[config.mk]
export PLATFORM = sky130hd
export DESIGN_NAME = pipe_ctrl
export DESIGN_NICKNAME = d
export VERILOG_FILES = /design/src/rtl/pipe_ctrl_pkg.sv /design/src/rtl/pipe_ctrl_drain.sv /design/src/rtl/pipe_ctrl.sv
export SDC_FILE = /design/constraint.sdc
export NUM_CORES = 1
export LEC_CHECK = 0
export ABC_AREA = 1
export CORE_ASPECT_RATIO = 1.2
export CORE_MARGIN = 8
export CORE_UTILIZATION = 40
export DETAILED_ROUTE_END_ITERATION = 10
export DONT_BUFFER_PORTS = 1
export PLACE_DENSITY_LB_ADDON = 0.3
export SYNTH_ARGS = -nofsm -noshare
export SYNTH_HDL_FRONTEND = slang
export SYNTH_SLANG_ARGS = --single-unit
[constraint.sdc]
create_clock -name clk -period 4.7 [get_ports clk]
set_clock_uncertainty 0.2 [all_clocks]
set_input_delay 1.175 -clock clk [delete_from_list [all_inputs] [get_ports clk]]
set_output_delay 1.175 -clock clk [all_outputs]
set_load 0.02 [all_outputs]
[src/rtl/pipe_ctrl_pkg.sv]
// Shared types and constants for the pipeline controller: FSM encoding, pause masks,
// and the RUN-state stall priority encoder.
package pipe_ctrl_pkg;

  localparam int InstAddrBusWidth = 32;
  localparam int DrainCntW        = 8;

  typedef enum logic [1:0] {
    CTRL_RUN   = 2'd0,
    CTRL_DRAIN = 2'd1,
    CTRL_REDIR = 2'd2
  } ctrl_state_e;

  // pause bit order: [0]=PC [1]=IF [2]=ID [3]=EX [4]=MEM [5]=WB
  localparam logic [5:0] PAUSE_NONE = 6'b000000;
  localparam logic [5:0] PAUSE_ID   = 6'b000111;
  localparam logic [5:0] PAUSE_EX   = 6'b001111;
  localparam logic [5:0] PAUSE_MEM  = 6'b011111;
  localparam logic [5:0] PAUSE_ALL  = 6'b111111;

  function automatic logic [5:0] run_pause(input logic id, input logic ex, input logic mem);
    if (mem)     return PAUSE_MEM;
    else if (ex) return PAUSE_EX;
    else if (id) return PAUSE_ID;
    else         return PAUSE_NONE;
  endfunction

endpackage

[src/rtl/pipe_ctrl_drain.sv]
// Exception drain watchdog: saturating cycle counter, exit decision and sticky timeout flag.
// done_o is combinational from the count and stall input; the flag is registered.
module drain_wdog
  import pipe_ctrl_pkg::*;
#(
  parameter int DRAIN_MAX = 15
) (
  input  logic clk,
  input  logic rst,
  input  logic start_i,
  input  logic active_i,
  input  logic stall_i,
  output logic done_o,
  output logic timeout_o
);

  localparam logic [DrainCntW-1:0] CntLast = DrainCntW'(DRAIN_MAX - 1);

  logic [DrainCntW-1:0] cnt_q, cnt_d;
  logic                 to_q, to_d;
  logic                 at_last;

  always_comb begin
    at_last = (cnt_q == CntLast);
    done_o  = active_i && (!stall_i || at_last);
    to_d    = to_q | (active_i && stall_i && at_last);
    cnt_d   = cnt_q;
    if (start_i)
      cnt_d = '0;
    else if (active_i && stall_i && !at_last)
      cnt_d = cnt_q + 1'b1;
  end

  always_ff @(posedge clk or posedge rst) begin
    if (rst) begin
      cnt_q <= '0;
      to_q  <= 1'b0;
    end else begin
      cnt_q <= cnt_d;
      to_q  <= to_d;
    end
  end

  assign timeout_o = to_q;

endmodule

[src/rtl/pipe_ctrl.sv]
// Pipeline controller: stall vector, branch/exception redirect arbitration and the
// exception drain sequence. Redirect outputs are registered; pause is combinational.
module pipe_ctrl
  import pipe_ctrl_pkg::*;
#(
  parameter int ADDR_W    = InstAddrBusWidth,
  parameter int DRAIN_MAX = 15
) (
  input  logic              clk,
  input  logic              rst,
  input  logic              stallreq_id,
  input  logic              stallreq_ex,
  input  logic              stallreq_mem,
  input  logic              branch_flag,
  input  logic [ADDR_W-1:0] branch_target,
  input  logic              excp_valid,
  input  logic [ADDR_W-1:0] excp_target,
  output logic [5:0]        pause,
  output logic              flush_pipe,
  output logic              flush_front,
  output logic              pc_flush,
  output logic [ADDR_W-1:0] pc_jump,
  output logic              pc_exception_flush,
  output logic [ADDR_W-1:0] pc_exception_jump,
  output logic              excp_ack,
  output logic              drain_timeout
);

  ctrl_state_e       state_q, state_d;
  logic              br_pulse_q, br_pulse_d;
  logic              exc_pulse_q, exc_pulse_d;
  logic              ack_q, ack_d;
  logic [ADDR_W-1:0] br_tgt_q, br_tgt_d;
  logic [ADDR_W-1:0] exc_tgt_q, exc_tgt_d;
  logic              exc_accept, br_accept, in_drain, drain_done;

  always_comb begin
    pause = PAUSE_NONE;
    unique case (state_q)
      CTRL_RUN:   pause = run_pause(stallreq_id, stallreq_ex, stallreq_mem);
      CTRL_DRAIN: pause = PAUSE_ALL;
      default:    pause = PAUSE_NONE;
    endcase
  end

  // An exception in the same cycle cancels the branch; EX stall blocks branch acceptance.
  always_comb begin
    exc_accept  = (state_q == CTRL_RUN) && excp_valid;
    br_accept   = (state_q == CTRL_RUN) && !pause[3] && !excp_valid && branch_flag;
    in_drain    = (state_q == CTRL_DRAIN);
    br_pulse_d  = br_accept;
    ack_d       = exc_accept;
    exc_pulse_d = drain_done;
    br_tgt_d    = br_accept  ? branch_target : br_tgt_q;
    exc_tgt_d   = exc_accept ? excp_target   : exc_tgt_q;
    state_d     = state_q;
    unique case (state_q)
      CTRL_RUN:   if (exc_accept) state_d = CTRL_DRAIN;
      CTRL_DRAIN: if (drain_done) state_d = CTRL_REDIR;
      default:    state_d = CTRL_RUN;
    endcase
  end

  drain_wdog #(
    .DRAIN_MAX (DRAIN_MAX)
  ) u_drain_wdog (
    .clk       (clk),
    .rst       (rst),
    .start_i   (exc_accept),
    .active_i  (in_drain),
    .stall_i   (stallreq_mem),
    .done_o    (drain_done),
    .timeout_o (drain_timeout)
  );

  always_ff @(posedge clk or posedge rst) begin
    if (rst) begin
      state_q     <= CTRL_RUN;
      br_pulse_q  <= 1'b0;
      exc_pulse_q <= 1'b0;
      ack_q       <= 1'b0;
      br_tgt_q    <= '0;
      exc_tgt_q   <= '0;
    end else begin
      state_q     <= state_d;
      br_pulse_q  <= br_pulse_d;
      exc_pulse_q <= exc_pulse_d;
      ack_q       <= ack_d;
      br_tgt_q    <= br_tgt_d;
      exc_tgt_q   <= exc_tgt_d;
    end
  end

  assign pc_flush           = br_pulse_q;
  assign flush_front        = br_pulse_q;
  assign pc_jump            = br_tgt_q;
  assign pc_exception_flush = exc_pulse_q;
  assign flush_pipe         = exc_pulse_q;
  assign pc_exception_jump  = exc_tgt_q;
  assign excp_ack           = ack_q;

endmodule
==> qor.txt, run 1 <==
CP Capture Type -> output pin
combinational power share -> 0.158
IO Pins -> 147
Tcrit/Tclk final -> 0.703
Arr. time, crit path -> 1.93 ns
hold crit path type -> flop to flop
clock tree buffer depth -> 2
Worst Setup Start Kind -> input pin
first-pass GRT wire length -> 12100 um
Max Transition Viols Final -> 0
Post-CTS Hold Buffers -> 0
Slew headroom -> 0.364
Synth Net Count -> 443
count leader, synth -> nand2_1
worst-margin pin slew -> 0.953 ns
Max VDD drop -> 0.316 mV
PwrDens -> 699 nW/um2
NetSw -> 1.02 mW
postcts setup bufs -> 0
CP peak stage delay -> 0.70 ns
#FFs+latches synth -> 78
synth warn -> 0
Sw Share -> 0.424
Routed WL per cell -> 16.4 um
die extent in x -> 98.0 um
EDFF count, synth -> 0
critical path type -> input pin to output pin
Core Area -> 7970 um2
CTS tree -> done
routed vias/inst -> 4.87
Via Count -> 2258
Post-Syn Area -> 3220 um2
largest net degree at the start of global routing -> 57
f_max -> 0.303 GHz
initial antenna violation count -> 0
Inserted Clock Buffers -> 9
DP HPWL -> 5490 um
Placement Cell Area -> 3240 um2
die outline area -> 11200 um2
Routed Antenna Nets -> 0
CTS clock-pin slew for the worst setup and hold paths -> 0.08 ns
final wirelength -> 7630 um
detailed-route DRC error count -> 0
root buffer cell -> clkbuf_8
area leader, netlist -> dfrtp_1
Async SR Flop Fraction -> 1.00
Int Pwr -> 1.39 mW
GRT Total Usage -> 0.137
total gr overflow -> 0
Setup TNS Final -> 0 ns
most frequent cells after synthesis -> nand2_1, dfrtp_1, inv_1, nor2_1, buf_4
Synth top area share -> 0.605
Critical Path, Cell by Cell -> nor3_1, a21oi_2
# fillers -> 764
Synth cell types -> 24
RSZ-0062 raised after global routing -> false
# clock sinks -> 78
Starting Density -> 0.404
H-tree Lvls -> 3
Avg Cell Area, Syn -> 8.71 um2
post-route cell area -> 3450 um2
gpl congestion -> 0.761
DR iter-0 viols -> 141
crit path max fanout -> 4
Fin. Hold Viols -> 0
main flop type after synthesis -> dfrtp_1
family with the most delay on the worst path -> compound AO/OA/AOI/OAI gates
Setup violations, final -> 0
CP required -> 3.32 ns
router iterations before antenna repair -> 4
Synth area leaders -> dfrtp_1, nand2_1, buf_4
Max Cap Viol -> 0
Static Leak -> 1.87 nW
minimum period implied by the final worst setup slack -> 3.30 ns
WP buf/inv -> 0
final net count -> 437
clock share of power -> 0.227
Die Y -> 114 um
Rows -> 36
worst skew pair latency -> 0.35 ns
CP max-delay cell -> a21oi_2
Seq/Total Area, Yosys -> 0.605
number of global-route vias before repair -> 2298
PostCTS Resize Cnt -> 0
Reg power frac -> 0.615
status -> finished clean
Synth Instances -> 370
share of layout cells above drive strength 1 -> 0.0732
Diodes inserted -> 0
Port Buffers -> 0
Area growth syn-to-layout -> 7.10%
==> layer usage <==
layer | global-route usage | vias up | wire [um]
met2 | 0.214 | 100 | 3630
met3 | 0.0724 | 8 | 867
met4 | 0.0563 | 0 | 86
met5 | 0 | - | 0
met1 | 0.154 | 1043 | 3040
li1 | - | 1107 | -
==> registers in the layout, summed over array words and instances (netlist names) <==
signal                  flops
pc_jump                    32
flush_pipe                  1
state_q                     2
u_drain_wdog.cnt_q          8
flush_front                 1
u_drain_wdog.timeout_o      1
pc_exception_jump          32
excp_ack                    1
==> power by group through the flow <==
| stage | Clock, mW | Sequential [mW] | Combinational, mW |
|---|---|---|---|
| after detailed placement | 0 | 1.50 | 0.392 |
| final | 0.548 | 1.48 | 0.382 |
| after floorplan | 0 | 1.41 | 0.352 |
| after global placement | 0 | 1.50 | 0.373 |
| after global routing | 0.594 | 1.52 | 0.458 |
| after CTS | 0.573 | 1.49 | 0.392 |
==> logic make-up (layout without fill, tap and decap cells) <==
kind of cell,after synthesis,in the layout,synth area share
xor+xnor,2,2,0.00543
compound gates,8,8,0.0178
buf+inv,30,29,0.0520
flops,78,78,0.605
simple gates,250,250,0.312
fa+ha+maj,2,2,0.00776
==> worst paths after layout <==
check                                                  startpoint                           endpoint  slack (ns)  depth (start not counted)
worst max-delay path                                 stallreq_mem                           pause[1]        1.40                          2
worst min register to register  u_drain_wdog.cnt_q[7]$_DFFE_PP0P_  u_drain_wdog.cnt_q[7]$_DFFE_PP0P_        0.34                          2
min in group asynchronous                                     rst  u_drain_wdog.cnt_q[7]$_DFFE_PP0P_        0.70                          1
max in group asynchronous                                     rst             state_q[0]$_DFFE_PP0P_        2.77                          2
worst min-delay path            u_drain_wdog.cnt_q[7]$_DFFE_PP0P_  u_drain_wdog.cnt_q[7]$_DFFE_PP0P_        0.34                          2
worst max register to register             state_q[1]$_DFFE_PP0P_  u_drain_wdog.cnt_q[7]$_DFFE_PP0P_        2.59                          5
==> metrics by stage <==
step	utilization	power, mW	hold WS, ns	instances	worst slack (ns)
after floorplan	-	1.76	0.291	370	1.33
after global placement	0.406	1.87	0.314	448	1.38
after detailed placement	0.406	1.90	0.321	448	1.37
after CTS	0.433	2.46	0.344	464	1.38
after global routing	0.433	2.57	0.376	464	1.36
final	0.433	2.41	0.343	464	1.40
==> cell usage in the layout (no fill, tap or decap), types with 2 or more instances in the layout <==
cell type	instances
clkbuf_8	10
nor2_4	3
nand3_1	5
dfrtp_1	78
clkbuf_1	3
o21bai_1	2
o21a_1	2
inv_1	8
ha_1	2
nand4_1	5
nor2_1	9
buf_4	2
inv_2	2
nand2_1	224
xor2_1	2
bufinv_16	2
==> cell type report <==
type | instances | area (um2) | share of cell area
inverter | 11 | 42.5 | 0.0123
sequential | 78 | 1950 | 0.565
timing repair buffer | 2 | 15.0 | 0.00435
tap | 95 | 119 | 0.0344
clock inverter | 3 | 67.6 | 0.0196
clock buffer | 13 | 149 | 0.0431
multi-input combinational | 262 | 1110 | 0.321
(Power assumes the default switching activity.)
==> run 2, diff against run 1 <==
Clock period 4.7 ns to 2.7 ns, I/O delays scaled along.
==> run 2 against run 1 <==
Die area stayed put; sequential share of layout area down 0.61 points; setup slack worse by 0.96 ns; hold slack worse by 0.26 ns; wire length down 4.2%; combinational power is 79% higher.
==> qor.txt, run 2 (synthesis results as in run 1) <==
status -> finished clean
Setup violations, final -> 0 (unchanged)
Max Transition Viols Final -> 0 (unchanged)
placed cells -> 452 (+0.89%)
Tot Pwr -> 4.15 mW (+72%)
Diodes inserted -> 0 (unchanged)
gpl congestion -> 0.764 (+0.50%)
root buffer cell -> clkbuf_8
# clock sinks -> 78 (unchanged)
Starting Density -> 0.404 (unchanged)
CP required -> 1.82 ns (-1.50 ns)
Tcrit/Tclk final -> 0.838
router iterations before antenna repair -> 4 (unchanged)
Setup TNS Final -> 0 ns (unchanged)
Worst Setup Start Kind -> flop
first-pass GRT wire length -> 11900 um (-1.9%)
H-tree Lvls -> 3 (unchanged)
Core Area -> 7970 um2 (unchanged)
worst skew pair latency -> 0.34 ns (about the same)
GRT Total Usage -> 0.133 (-0.00352)
CTS tree -> done
final net count -> 441 (+0.92%)
Slew headroom -> 0.606 (+0.242)
largest net degree at the start of global routing -> 79 (+39%)
DP HPWL -> 5270 um (-4.0%)
crit path max fanout -> 3 (-1)
initial antenna violation count -> 0 (unchanged)
IO Pins -> 147 (unchanged)
PwrDens -> 1190 nW/um2 (+70%)
detailed-route DRC error count -> 0 (unchanged)
share of layout cells above drive strength 1 -> 0.0885 (+0.0153)
Post-CTS Hold Buffers -> 0 (unchanged)
Arr. time, crit path -> 1.39 ns (-0.54 ns)
CP max-delay cell -> dfrtp_1
Area growth syn-to-layout -> 8.27%
clock tree buffer depth -> 2 (unchanged)
Critical Path, Cell by Cell -> nor3_1, a21oi_1, buf_4
postcts setup bufs -> 0 (unchanged)
CP peak stage delay -> 0.40 ns (-0.30 ns)
PostCTS Resize Cnt -> 0 (unchanged)
CTS clock-pin slew for the worst setup and hold paths -> 0.08 ns (about the same)
final wirelength -> 7310 um (-4.2%)
Max Cap Viol -> 0 (unchanged)
die extent in x -> 98.0 um (unchanged)
Inserted Clock Buffers -> 9 (unchanged)
Routed Antenna Nets -> 0 (unchanged)
hold crit path type -> input pin to async pin
Max VDD drop -> 0.437 mV (+38%)
critical path type -> flop to output pin
worst hold slack -> 0.0862 ns (-0.257 ns)
post-route cell area -> 3490 um2 (+1.1%)
Die Y -> 114 um (unchanged)
Port Buffers -> 0 (unchanged)
RSZ-0062 raised after global routing -> false
most common cell after layout, fill and taps aside -> nand2_1
Rows -> 36 (unchanged)
most frequent cells in the layout -> nand2_1, dfrtp_1, clkbuf_8, nor2_1, inv_1
number of global-route vias before repair -> 2309 (+0.48%)
Placement Cell Area -> 3280 um2 (+1.4%)
DR iter-0 viols -> 143 (+1.4%)
Fin. Hold Viols -> 0 (unchanged)
total gr overflow -> 0 (unchanged)
filler-free cell count of the finished design -> 468 (+0.86%)
minimum period implied by the final worst setup slack -> 2.26 ns
die outline area -> 11200 um2 (unchanged)
Via Count -> 2278 (+0.89%)
worst-margin pin slew -> 0.591 ns (-0.362 ns)
Routed WL per cell -> 15.6 um (-5.0%)
Static Leak -> 1.89 nW (+0.75%)
CP Capture Type -> output pin
routed vias/inst -> 4.87 (about the same)
f_max -> 0.442 GHz
## run 2: changes by cell type in the layout (fill, tap and decap cells not counted)
cell and change:
a21oi_1 +1, a21oi_2 -1, buf_12 +1, buf_4 +2
buf_6 +1, bufinv_16 -1, clkbuf_1 -3, clkbuf_8 +1
clkinvlp_4 +3
## run 2: layout make-up
class | instances | area, um2
clock inverter | 5 | 57.6
sequential | 78 | 1950
multi-input combinational | 262 | 1100
inverter | 11 | 45.0
timing repair buffer | 6 | 61.3
fill | 766 | 4480
clock buffer | 11 | 151
tap | 95 | 119
## run 2: power breakdown
group / total (mW) / switching (mW) / internal (mW) / leakage (nW)
Sequential: 2.58 / 0.952 / 1.63 / 0.994
Combinational: 0.683 / 0.425 / 0.257 / 0.795
Clock: 0.887 / 0.412 / 0.475 / 0.0976
Total: 4.15 / 1.79 / 2.36 / 1.89
## run 2: through the flow
step	util	setup WS, ns
CTS	0.438	0.397
floorplan	-	0.440
global route	0.438	0.292
finish	0.438	0.436
detailed placement	0.412	0.527
global placement	0.412	0.535
## run 2: critical path: cells and delay by family (launching register included)
family	cells	cell delay (ns)
simple gates	1	0.30
buf+inv	1	0.19
compound gates	1	0.17
flops	1	0.40
## run 2: final timing paths
kind | depth (start not counted) | endpoint | from | slack [ns]
min | 2 | pc_exception_jump[21]$_DFFE_PP0P_ | rst | 0.09
max | 3 | pause[0] | state_q[0]$_DFFE_PP0P_ | 0.44
max reg2reg | 6 | u_drain_wdog.cnt_q[0]$_DFFE_PP0P_ | state_q[1]$_DFFE_PP0P_ | 0.91
min in group clk | 2 | pc_exception_jump[22]$_DFFE_PP0P_ | excp_target[22] | 0.24
min reg2reg | 2 | u_drain_wdog.cnt_q[7]$_DFFE_PP0P_ | u_drain_wdog.cnt_q[7]$_DFFE_PP0P_ | 0.34
max in group asynchronous | 2 | u_drain_wdog.cnt_q[0]$_DFFE_PP0P_ | rst | 1.86
## run 2: layer usage
metal / GRT usage / routed length [um] / up-vias / part of all wire
met5: 0 / 0 / - / 0
met4: 0.0646 / 125 / 0 / 0.017
met3: 0.0639 / 816 / 10 / 0.11
met2: 0.214 / 3520 / 105 / 0.48
met1: 0.145 / 2840 / 1048 / 0.39
li1: - / - / 1115 / -
==> patch 1: new RTL, config.mk and constraints of run 2 <==
Re-encode `ctrl_state_e` (3 states) as one-hot, 3 bits wide.
--- a/src/rtl/pipe_ctrl_pkg.sv
+++ b/src/rtl/pipe_ctrl_pkg.sv
@@ -5,10 +5,10 @@
   localparam int InstAddrBusWidth = 32;
   localparam int DrainCntW        = 8;
 
-  typedef enum logic [1:0] {
-    CTRL_RUN   = 2'd0,
-    CTRL_DRAIN = 2'd1,
-    CTRL_REDIR = 2'd2
+  typedef enum logic [2:0] {
+    CTRL_RUN   = 3'b001,
+    CTRL_DRAIN = 3'b010,
+    CTRL_REDIR = 3'b100
   } ctrl_state_e;
 
   // pause bit order: [0]=PC [1]=IF [2]=ID [3]=EX [4]=MEM [5]=WB
Behaviour: no difference found for any inputs over 10 cycles, from zero or initial values and one cycle with rst high; not proved beyond that.
==> patch 1 against run 2 <==
  * Largest cell class unchanged
  * Worst setup slack got worse by 0.24 ns
  * Routed wire length increased by 7.0%
  * Design area increased by 3.9%
  * Total power increased by 14%
  * Non-clock buffer count increased by 1
  * Sequential cell count increased by 1
  * Synthesized area increased by 3.4%
  * Synthesized cell count increased by 4.1%
  * First-iteration DRC count decreased by 20%
  * Highest routed layer unchanged
==> patch 1: results (changes against run 2) <==
stage	metric	value	unit	change
synth	count of cell types in the netlist	23		-4.2%
power	Lkg Pwr	1.98	nW	+4.8%
route	detailed-route wire length per cell	16.2	um	+3.9%
outcome	status	finished, final reports clean		
global_routing	vias in the first global route	2498		+8.2%
synth	synthesized net count	458		+3.4%
worst_setup_path	max incr delay on CP	0.52	ns	+0.12 ns
worst_setup_path	slowest stage cell, crit path	dfstp_2		
synth	compound-cell area share of the yosys netlist	0.00901		-0.00884
layout	FILL cells	778		+1.6%
place	GP Congestion	0.751		-1.8%
synth	synth cell count leaders	nand2_1, dfrtp_1, nand3_1, inv_1, nor2_1		
layout	layout cell share with drive strength beyond 1	0.0827		-0.00578
global_routing	first-pass GRT wire length	12700	um	+6.5%
power	maximum VDD drop	0.566	mV	+30%
route	drt first-iter violations	115		-20%
worst_setup_path	CP max FO	6		+3
synth	xor and xnor area share after synthesis	0.00788		+0.00245
synth	Post-Synth Adder-Cell Area	0.00750		-0.000256
clocking	setup bufs post-CTS	0		unchanged
worst_setup_path	reg-to-reg startpoint	state_q[0]		
synth	Seq/Total Area, Yosys	0.593		-0.0121
place	hpwl dp	5580	um	+5.8%
sta	Worst-Margin Slew	0.712	ns	+0.121 ns
global_routing	largest net degree at the start of global routing	44		-44%
[patch 1: changes by cell type after synthesis, moves of 2 or more]
cell and delta:
inv_1 +9, nand3_1 +36, o21a_1 -2, nand2_1 -29
[patch 1: cell type report]
type / count / area share
multi-input combinational: 266 / 0.315
sequential: 79 / 0.545
timing repair buffer: 7 / 0.0179
tap: 95 / 0.0328
inverter: 19 / 0.0207
clock inverter: 5 / 0.0290
clock buffer: 11 / 0.0390
[patch 1: cell families after synthesis]
logic type,after synthesis
xor gates and xnor gates,3
DFF,79
and+or+nand+nor,256
buffers and inverters,40
AOI/OAI and AO/OA,5
adders and majority gates,2
[patch 1: where the power goes]
group	switching, mW	internal, mW	leakage, nW
Combinational	0.760	0.333	0.859
Clock	0.413	0.640	0.116
Sequential	0.938	1.66	1.00
[patch 1: stage by stage]
step,std cells,cell area [um2],util,power (mW),setup slack [ns]
after floorplan,385,3340,-,3.46,0.300
after global placement,466,3380,0.417,3.70,0.593
after detailed placement,466,3380,0.417,3.75,0.570
after CTS,482,3630,0.447,4.82,0.168
after global routing,482,3630,0.447,5.08,0.0461
final,482,3630,0.447,4.74,0.194
[patch 1: path summary, 6_finish.rpt]
check	slack, ns	depth (start not counted)	endpoint
worst min-delay path	0.11	1	pc_exception_jump[28]
worst max register to register	0.84	7	u_drain_wdog.cnt_q[6]
worst min register to register	0.34	2	u_drain_wdog.cnt_q[0]
worst max-delay path	0.19	7	pause[2]
max in group asynchronous	1.55	2	pc_jump[9]
min in group clk	0.21	1	state_q[2]
[patch 1: per-layer routing]
layer / wire [um] / up-vias / global-route usage
met3: 1020 / 8 / 0.0667
met4: 81 / 0 / 0.0617
li1: - / 1177 / -
met2: 3370 / 125 / 0.204
met1: 3340 / 1071 / 0.167
met5: 0 / - / 0
[patch 1: critical path: cells and delay by family, from the launching register on]
kind	cells	cell delay, ns
flops	1	0.52
simple gates	5	0.48
buf+inv	2	0.28
==> patch 2: new RTL, flow settings as in run 2 <==
Without the edit above. `DrainCntW`: 8 -> 4.
--- a/src/rtl/pipe_ctrl_pkg.sv
+++ b/src/rtl/pipe_ctrl_pkg.sv
@@ -3,7 +3,7 @@
 package pipe_ctrl_pkg;
 
   localparam int InstAddrBusWidth = 32;
-  localparam int DrainCntW        = 8;
+  localparam int DrainCntW        = 4;
 
   typedef enum logic [1:0] {
     CTRL_RUN   = 2'd0,
Behaviour: same outputs for any inputs over 10 cycles, from zero or initial values and one cycle with rst high; that may be too few to reach the edited logic, so the function may still have changed.
==> patch 2 against run 2 <==
  * Routed wire length is 8.0% lower
  * Sequential cell count down 4
  * Design area is 7.5% lower
  * Sequential power fell by 3%
  * Largest cell class unchanged
  * Total power fell by 1.8%
  * Register-to-register slack about the same
  * Critical endpoint is now pause[2]
  * Synthesized cell count decreased by 10%
  * Synthesized area fell by 8.4%
  * First-iteration DRC count fell by 49%
  * Global-route usage decreased by 0.48 points
  * Fmax increased by 1.9%
  * Clock power rose by 7.0%
  * Worst setup slack better by 0.042 ns
  * Critical path type unchanged
  * Critical path depth unchanged
  * Highest routed layer unchanged
==> patch 2: results (changes against run 2) <==
stage	metric	value	unit	change
global_routing	vias in the first global route	2184		-5.4%
sta	Worst-Margin Slew	0.548	ns	-0.0431 ns
synth	synth cell count leaders	nand2_1, dfrtp_1, buf_2, inv_1		
synth	compound-cell area share of the yosys netlist	0.00932		-0.00853
place	hpwl dp	4950	um	-6.1%
route	drt first-iter violations	73		-49%
synth	post-synthesis cell count	332		-10%
route	detailed-route wire length per cell	15.8	um	+1.3%
synth	Main synth FF type	dfrtp_1		
synth	Post-Synth Adder-Cell Area	0.00847		+0.000714
worst_setup_path	crit path launch	state_q[0]		
worst_setup_path	r2r worst-path depth	5		-1
outcome	status	finished, final reports clean		
place	Inst Count DP	410		-9.3%
place	GP Congestion	0.751		-1.7%
sta	fin crit share	0.823		-0.0156
power	Lkg Pwr	1.78	nW	-5.9%
layout	FILL cells	679		-11%
synth	Seq/Total Area, Yosys	0.627		+0.0218
worst_setup_path	Crit Reg-Reg Endpoint	pc_jump[16]		
route	aggregate routed wire length	6720	um	-8.0%
synth	synth top area cells	dfrtp_1, nand2_1, buf_2		
place	Post-DP Area	3000	um2	-8.5%
synth	xor and xnor area share after synthesis	0.00297		-0.00247
worst_setup_path	CP Capture Point	pause[2]		
layout	layout cell share with drive strength beyond 1	0.0925		+0.00407
global_routing	largest net degree at the start of global routing	35		-56%
place	pre-CTS setup slack	0.623	ns	+0.0959 ns
layout	layout net count	404		-8.4%
worst_setup_path	CP max FO	4		+1
global_routing	overall routing resource usage	0.129		-0.00478
-- patch 2: worst min-delay path by stage --
stage                                      from                endpoint  slack, ns  cells after the start
final                                       rst  u_drain_wdog.timeout_o       0.05                      1
after global routing                        rst              state_q[1]       0.07                      1
after CTS                                   rst              flush_pipe       0.06                      1
after detailed placement  u_drain_wdog.cnt_q[3]   u_drain_wdog.cnt_q[3]       0.31                      2
after global placement    u_drain_wdog.cnt_q[3]   u_drain_wdog.cnt_q[3]       0.29                      2
after floorplan           u_drain_wdog.cnt_q[3]   u_drain_wdog.cnt_q[3]       0.27                      2
-- patch 2: cell type report --
cell class | count | area (um2) | share of cell area
flip-flops and latches | 74 | 1850 | 0.573
multi-input cells | 230 | 941 | 0.291
clock buffers | 11 | 151 | 0.0469
well taps | 90 | 113 | 0.0349
clock inverters | 4 | 75.1 | 0.0232
repair buffers | 5 | 50.0 | 0.0155
inverters | 11 | 47.5 | 0.0147
-- patch 2: worst max-delay path, cell delays in order (launching register included) --
cell	delay [ns]
dfrtp_1	0.44
nor3_4	0.27
o21ai_1	0.11
buf_4	0.19
-- patch 2: routing by layer --
metal,vias up,GRT usage,wire [um]
li1,986,-,-
met1,921,0.151,2650
met2,114,0.190,2920
met4,0,0.0579,82
met5,-,0,0
met3,8,0.0705,1070
-- patch 2: kinds of logic after synthesis --
group / count (synthesis)
and+or+nand+nor: 223
DFF: 74
buffers and inverters: 28
AOI/OAI and AO/OA: 4
adders and majority gates: 2
xor gates and xnor gates: 1
-- patch 2: power by group --
| part | internal, mW | total, mW | switching, mW |
|---|---|---|---|
| sequential | 1.57 | 2.50 | 0.936 |
| clock | 0.566 | 0.949 | 0.383 |
| combinational | 0.239 | 0.630 | 0.391 |
| total | 2.37 | 4.08 | 1.71 |
-- patch 2: through the flow --
stage                      util  power, mW
after global placement    0.418       3.13
after detailed placement  0.418       3.17
after global routing      0.449       4.35
after CTS                 0.449       4.14
final                     0.449       4.08
after floorplan               -       2.95
